File: config.mk
export PLATFORM = sky130hd
export DESIGN_NAME = axi4_lite_rr_arbiter_2to1
export DESIGN_NICKNAME = d
export VERILOG_FILES = /design/src/rtl/axi4_lite_rr_arbiter_2to1.sv
export SDC_FILE = /design/constraint.sdc
export NUM_CORES = 1
export LEC_CHECK = 0
export ABC_AREA = 1
export CORE_AREA = 3 3 168 170
export DETAILED_ROUTE_END_ITERATION = 10
export DIE_AREA = 0 0 171 173
export SKIP_LAST_GASP = 1
export SYNTH_ARGS = -nofsm -noshare
export SYNTH_HDL_FRONTEND = slang
export SYNTH_SLANG_ARGS = --single-unit
File: constraint.sdc
create_clock -name aclk -period 1.6 [get_ports aclk]
set_clock_uncertainty 0.2 [all_clocks]
set_input_delay 0.16 -clock aclk [delete_from_list [all_inputs] [get_ports aclk]]
set_output_delay 0.16 -clock aclk [all_outputs]
set_load 0.05 [all_outputs]
File: src/rtl/axi4_lite_rr_arbiter_2to1.sv
// axi4_lite_rr_arbiter_2to1: round-robin sharing of one AXI4-Lite slave between two masters,
// with independent write (AW/W/B) and read (AR/R) grants held until the response handshake.
module axi4_lite_rr_arbiter_2to1 #(
  parameter int ADDR_WIDTH = 32,
  parameter int DATA_WIDTH = 32
) (
  input  logic                      aclk,
  input  logic                      aresetn,
  input  logic [ADDR_WIDTH-1:0]     s0_awaddr_i,
  input  logic                      s0_awvalid_i,
  output logic                      s0_awready_o,
  input  logic [DATA_WIDTH-1:0]     s0_wdata_i,
  input  logic [DATA_WIDTH/8-1:0]   s0_wstrb_i,
  input  logic                      s0_wvalid_i,
  output logic                      s0_wready_o,
  output logic [1:0]                s0_bresp_o,
  output logic                      s0_bvalid_o,
  input  logic                      s0_bready_i,
  input  logic [ADDR_WIDTH-1:0]     s0_araddr_i,
  input  logic                      s0_arvalid_i,
  output logic                      s0_arready_o,
  output logic [DATA_WIDTH-1:0]     s0_rdata_o,
  output logic [1:0]                s0_rresp_o,
  output logic                      s0_rvalid_o,
  input  logic                      s0_rready_i,
  input  logic [ADDR_WIDTH-1:0]     s1_awaddr_i,
  input  logic                      s1_awvalid_i,
  output logic                      s1_awready_o,
  input  logic [DATA_WIDTH-1:0]     s1_wdata_i,
  input  logic [DATA_WIDTH/8-1:0]   s1_wstrb_i,
  input  logic                      s1_wvalid_i,
  output logic                      s1_wready_o,
  output logic [1:0]                s1_bresp_o,
  output logic                      s1_bvalid_o,
  input  logic                      s1_bready_i,
  input  logic [ADDR_WIDTH-1:0]     s1_araddr_i,
  input  logic                      s1_arvalid_i,
  output logic                      s1_arready_o,
  output logic [DATA_WIDTH-1:0]     s1_rdata_o,
  output logic [1:0]                s1_rresp_o,
  output logic                      s1_rvalid_o,
  input  logic                      s1_rready_i,
  output logic [ADDR_WIDTH-1:0]     m_awaddr_o,
  output logic                      m_awvalid_o,
  input  logic                      m_awready_i,
  output logic [DATA_WIDTH-1:0]     m_wdata_o,
  output logic [DATA_WIDTH/8-1:0]   m_wstrb_o,
  output logic                      m_wvalid_o,
  input  logic                      m_wready_i,
  input  logic [1:0]                m_bresp_i,
  input  logic                      m_bvalid_i,
  output logic                      m_bready_o,
  output logic [ADDR_WIDTH-1:0]     m_araddr_o,
  output logic                      m_arvalid_o,
  input  logic                      m_arready_i,
  input  logic [DATA_WIDTH-1:0]     m_rdata_i,
  input  logic [1:0]                m_rresp_i,
  input  logic                      m_rvalid_i,
  output logic                      m_rready_o
);
  typedef enum logic [1:0] {W_IDLE, W_GNT0, W_GNT1} w_state_t;
  typedef enum logic [1:0] {R_IDLE, R_GNT0, R_GNT1} r_state_t;

  w_state_t w_q, w_d;
  r_state_t r_q, r_d;
  logic     last_wr_q, last_wr_d, last_rd_q, last_rd_d;
  logic     wreq0, wreq1, wg0, wg1, rg0, rg1;

  assign wreq0 = s0_awvalid_i | s0_wvalid_i;
  assign wreq1 = s1_awvalid_i | s1_wvalid_i;
  assign wg0   = w_q == W_GNT0;
  assign wg1   = w_q == W_GNT1;
  assign rg0   = r_q == R_GNT0;
  assign rg1   = r_q == R_GNT1;

  always_ff @(posedge aclk) begin
    if (!aresetn) begin
      w_q       <= W_IDLE;
      last_wr_q <= 1'b1;
    end else begin
      w_q       <= w_d;
      last_wr_q <= last_wr_d;
    end
  end

  // Master 0 takes a tie unless it was the last winner; the grant drops only after B completes.
  always_comb begin
    w_d       = w_q;
    last_wr_d = last_wr_q;
    if (w_q == W_IDLE) begin
      if (wreq0 & (~wreq1 | last_wr_q)) begin
        w_d       = W_GNT0;
        last_wr_d = 1'b0;
      end else if (wreq1) begin
        w_d       = W_GNT1;
        last_wr_d = 1'b1;
      end
    end else if (m_bvalid_i & m_bready_o) begin
      w_d = W_IDLE;
    end
  end

  always_comb begin
    m_awaddr_o   = wg0 ? s0_awaddr_i  : wg1 ? s1_awaddr_i  : '0;
    m_awvalid_o  = wg0 ? s0_awvalid_i : wg1 ? s1_awvalid_i : 1'b0;
    m_wdata_o    = wg0 ? s0_wdata_i   : wg1 ? s1_wdata_i   : '0;
    m_wstrb_o    = wg0 ? s0_wstrb_i   : wg1 ? s1_wstrb_i   : '0;
    m_wvalid_o   = wg0 ? s0_wvalid_i  : wg1 ? s1_wvalid_i  : 1'b0;
    m_bready_o   = wg0 ? s0_bready_i  : wg1 ? s1_bready_i  : 1'b0;
    s0_awready_o = wg0 & m_awready_i;
    s0_wready_o  = wg0 & m_wready_i;
    s0_bvalid_o  = wg0 & m_bvalid_i;
    s0_bresp_o   = wg0 ? m_bresp_i : 2'b00;
    s1_awready_o = wg1 & m_awready_i;
    s1_wready_o  = wg1 & m_wready_i;
    s1_bvalid_o  = wg1 & m_bvalid_i;
    s1_bresp_o   = wg1 ? m_bresp_i : 2'b00;
  end

  always_ff @(posedge aclk) begin
    if (!aresetn) begin
      r_q       <= R_IDLE;
      last_rd_q <= 1'b1;
    end else begin
      r_q       <= r_d;
      last_rd_q <= last_rd_d;
    end
  end

  always_comb begin
    r_d       = r_q;
    last_rd_d = last_rd_q;
    if (r_q == R_IDLE) begin
      if (s0_arvalid_i & (~s1_arvalid_i | last_rd_q)) begin
        r_d       = R_GNT0;
        last_rd_d = 1'b0;
      end else if (s1_arvalid_i) begin
        r_d       = R_GNT1;
        last_rd_d = 1'b1;
      end
    end else if (m_rvalid_i & m_rready_o) begin
      r_d = R_IDLE;
    end
  end

  always_comb begin
    m_araddr_o   = rg0 ? s0_araddr_i  : rg1 ? s1_araddr_i  : '0;
    m_arvalid_o  = rg0 ? s0_arvalid_i : rg1 ? s1_arvalid_i : 1'b0;
    m_rready_o   = rg0 ? s0_rready_i  : rg1 ? s1_rready_i  : 1'b0;
    s0_arready_o = rg0 & m_arready_i;
    s0_rvalid_o  = rg0 & m_rvalid_i;
    s0_rresp_o   = rg0 ? m_rresp_i : 2'b00;
    s0_rdata_o   = rg0 ? m_rdata_i : '0;
    s1_arready_o = rg1 & m_arready_i;
    s1_rvalid_o  = rg1 & m_rvalid_i;
    s1_rresp_o   = rg1 ? m_rresp_i : 2'b00;
    s1_rdata_o   = rg1 ? m_rdata_i : '0;
  end
endmodule
==> impl_metrics.json <==
{
  "finalCriticalPeriod_ps": 1660,
  "design.die.area_sq_um": 29600,
  "cts_buffer_depth": 2,
  "rr_worst_depth": 7,
  "grt_usage_pct": 13.6,
  "overflow": 0,
  "tritoncts_num_sinks": 6,
  "outcome": "finished, violations left",
  "num_vias": 5436,
  "layout_net_count": 1226,
  "numPortBuffers": 439,
  "row_count": 60,
  "grt_max_degree": 39,
  "share_of_synthesized_area_occupied_by_flip_flops_and_latches_pct": 4.88,
  "post_synth_instance_area_sq_um": 2460,
  "pin_count": 440,
  "cp-start-kind": "register",
  "drt-initial-drc-count": 243,
  "gp_congestion": 0.925,
  "required_ps": 1240,
  "die_x_microns": 171,
  "post-route-util_pct": 35.7,
  "ys_top_cells_by_area": "sky130_fd_sc_hd__nand3_1 43%, sky130_fd_sc_hd__nand2_1 17%, sky130_fd_sc_hd__nor2_1 13%",
  "ff_latch_area_sq_um": 135,
  "setup-violations-final": 143,
  "synth.largest_area_cell": "sky130_fd_sc_hd__nand3_1",
  "timing.slew.headroom_pct": 84.1,
  "synth_seq_cells": 6,
  "timing.final.max_slew_violations": 0,
  "critical_path.startpoint": "w_q[1]",
  "number_of_synthesis_warnings": 0,
  "clock_tree_from_tritoncts": "done",
  "rsz0062_at_grt": "yes",
  "fin_crit_sh_pct": 104,
  "critical_path_peak_fanout": 18,
  "setup_total_negative_slack_ps": -4620,
  "unique_masters_post_synth": 17,
  "clkTransAtPathRegs_ps": 40,
  "r2r_setup_slack_ps": 50,
  "grt_antenna_before_repair": 0,
  "wl_per_cell_microns": 17.8,
  "worstReg2RegStart": "r_q[0]",
  "total_leakage_power_nw": 4.21,
  "cp_data_arrival_time_ps": 1300,
  "endpoint_kind": "output port",
  "diodes": 0,
  "reg2reg_to": "last_rd_q",
  "core_sq_um": 26900,
  "ctsRootBufferMaster": "sky130_fd_sc_hd__clkbuf_16",
  "detail_route.first_pass.iterations": 4,
  "failed_checks": "setup timing",
  "tightest_slew_ps": 238,
  "detailed_route_vias_per_instance": 4.14,
  "drive_above_1_share_pct": 42.9,
  "end_point_of_the_critical_path": "m_wdata_o[3]",
  "synthesis.area_per_instance_sq_um": 4.62,
  "total_routed_wirelength_microns": 23400,
  "post-route-worst-setup-slack_ps": -62.3,
  "synth.net_count": 786,
  "post-synth-top-area-fraction_pct": 42.5,
  "timing.final.hold_violations": 0,
  "drc_errors": 0,
  "multi_input_gate_area_sq_um": 2500,
  "via_count_of_the_first_global_routing_pass": 5173,
  "cts_inserted_buffers": 3,
  "cts.htree.levels": 1,
  "hold_path_class": "reg2reg",
  "gate_count_of_the_mapped_netlist": 533,
  "grt_pass1_wl_microns": 31500,
  "power-per-cell-area_nw_per_um2": 817,
  "clk_latency_ps": 230,
  "critical_path_class": "reg2out",
  "achievable_frequency_mhz": 602,
  "floorplan.initialDensity_pct": 9.15,
  "die-height_microns": 173,
  "drv_cap": 0,
  "postRouteAntennaNets": 0,
  "areaGrowthSynthToFinish_pct": 290,
  "hpwl_reported_at_the_end_of_detailed_placement_microns": 16900,
  "fill_cells": 2784,
  "vdd.ir_drop.worst_mv": 0.368
}
metrics by stage:
| step | power, W | setup WS [ps] | cells | area (sq um) | hold slack [ps] |
|---|---|---|---|---|---|
| finish | 0.00784 | -62.3 | 1312 | 9590 | 306 |
| global route | 0.00815 | -115 | 1312 | 9590 | 326 |
| CTS | 0.00742 | -81.9 | 1301 | 8840 | 299 |
| detailed placement | 0.00634 | 39.8 | 1284 | 7960 | 290 |
| global placement | 0.00633 | 67.0 | 1284 | 7960 | 277 |
| floorplan | 0.00330 | -194 | 533 | 2550 | 29.0 |
repair_timing:
action,CTS,global route
hold buffers,0,0
setup endpoints to repair,187,184
gates cloned,8,9
setup buffers,6,2
gates resized for setup,147,148
pin swaps,13,27
worst min-delay path by stage:
stage                         start         to  slack [ps]  cells past startpoint
after floorplan             aresetn  last_wr_q          30                      1
after global placement    last_rd_q  last_rd_q         280                      2
after detailed placement  last_rd_q  last_rd_q         290                      2
after CTS                 last_rd_q  last_rd_q         300                      2
after global routing      last_rd_q  last_rd_q         330                      2
final                     last_rd_q  last_rd_q         310                      2
critical path, cell delays in order, from the launching register on:
cell and delay (ps):
sky130_fd_sc_hd__dfxtp_4 450, sky130_fd_sc_hd__clkinv_8 110, sky130_fd_sc_hd__buf_12 170, sky130_fd_sc_hd__nand3_1 80, sky130_fd_sc_hd__nand2_2 90, sky130_fd_sc_hd__buf_12 160
layer usage:
metal  wire length (microns)  vias to the layer above  GRT usage (%)
met2                   11900                      265           24.2
li1                        -                     2615              -
met1                    9540                     2530           17.3
met5                       0                        -              0
met4                     327                        0           2.21
met3                    1640                       26           2.65
cells in the mapped netlist:
cell type                  instances
sky130_fd_sc_hd__nor2_1           87
sky130_fd_sc_hd__o21ai_0           5
sky130_fd_sc_hd__nand2_1         113
sky130_fd_sc_hd__o211ai_1          1
sky130_fd_sc_hd__dfxtp_1           6
sky130_fd_sc_hd__inv_4             1
sky130_fd_sc_hd__buf_6             1
sky130_fd_sc_hd__nand2_2           3
sky130_fd_sc_hd__o21ai_1           2
sky130_fd_sc_hd__buf_2            34
sky130_fd_sc_hd__nor2_2            1
sky130_fd_sc_hd__inv_2             4
sky130_fd_sc_hd__a21oi_1           5
sky130_fd_sc_hd__buf_4             5
sky130_fd_sc_hd__nand3_1         209
sky130_fd_sc_hd__inv_1            46
sky130_fd_sc_hd__clkbuf_1         10
sequential cells by signal (all words and copies together), names as in the netlist:
register	cells
w_q	2
r_q	2
last_rd_q	1
last_wr_q	1
placed cells by master (no fill, tap or decap), drive strengths merged:
cell           instances
o21ai                  7
dfxtp                  6
nand2                116
o211ai                 1
nor2                  88
buf                  226
clkdlybuf4s50        252
a21oi                  5
nand3                209
inv                   50
clkbuf                10
clkinv                 1
cell families (layout without fill, tap and decap cells):
kind of cell / after synthesis / after routing / synth area share, %
AOI/OAI and AO/OA: 13 / 13 / 2.75
DFF: 6 / 6 / 4.88
and+or+nand+nor: 413 / 413 / 74.1
buffers and inverters: 101 / 539 / 18.3
layout make-up:
class	count	area share, %
clock buffer	3	0.783
inverter	51	2.31
multi-input combinational	426	26.0
sequential	6	1.41
tap	341	4.45
timing repair buffer	485	65.0
power by group:
group | switching [W] | internal, W | total, W
sequential | 0.0000640 | 0.000179 | 0.000243
combinational | 0.00395 | 0.00323 | 0.00718
clock | 0.0000897 | 0.000321 | 0.000411
total | 0.00411 | 0.00373 | 0.00784
Power figures use the tool's default switching activity.
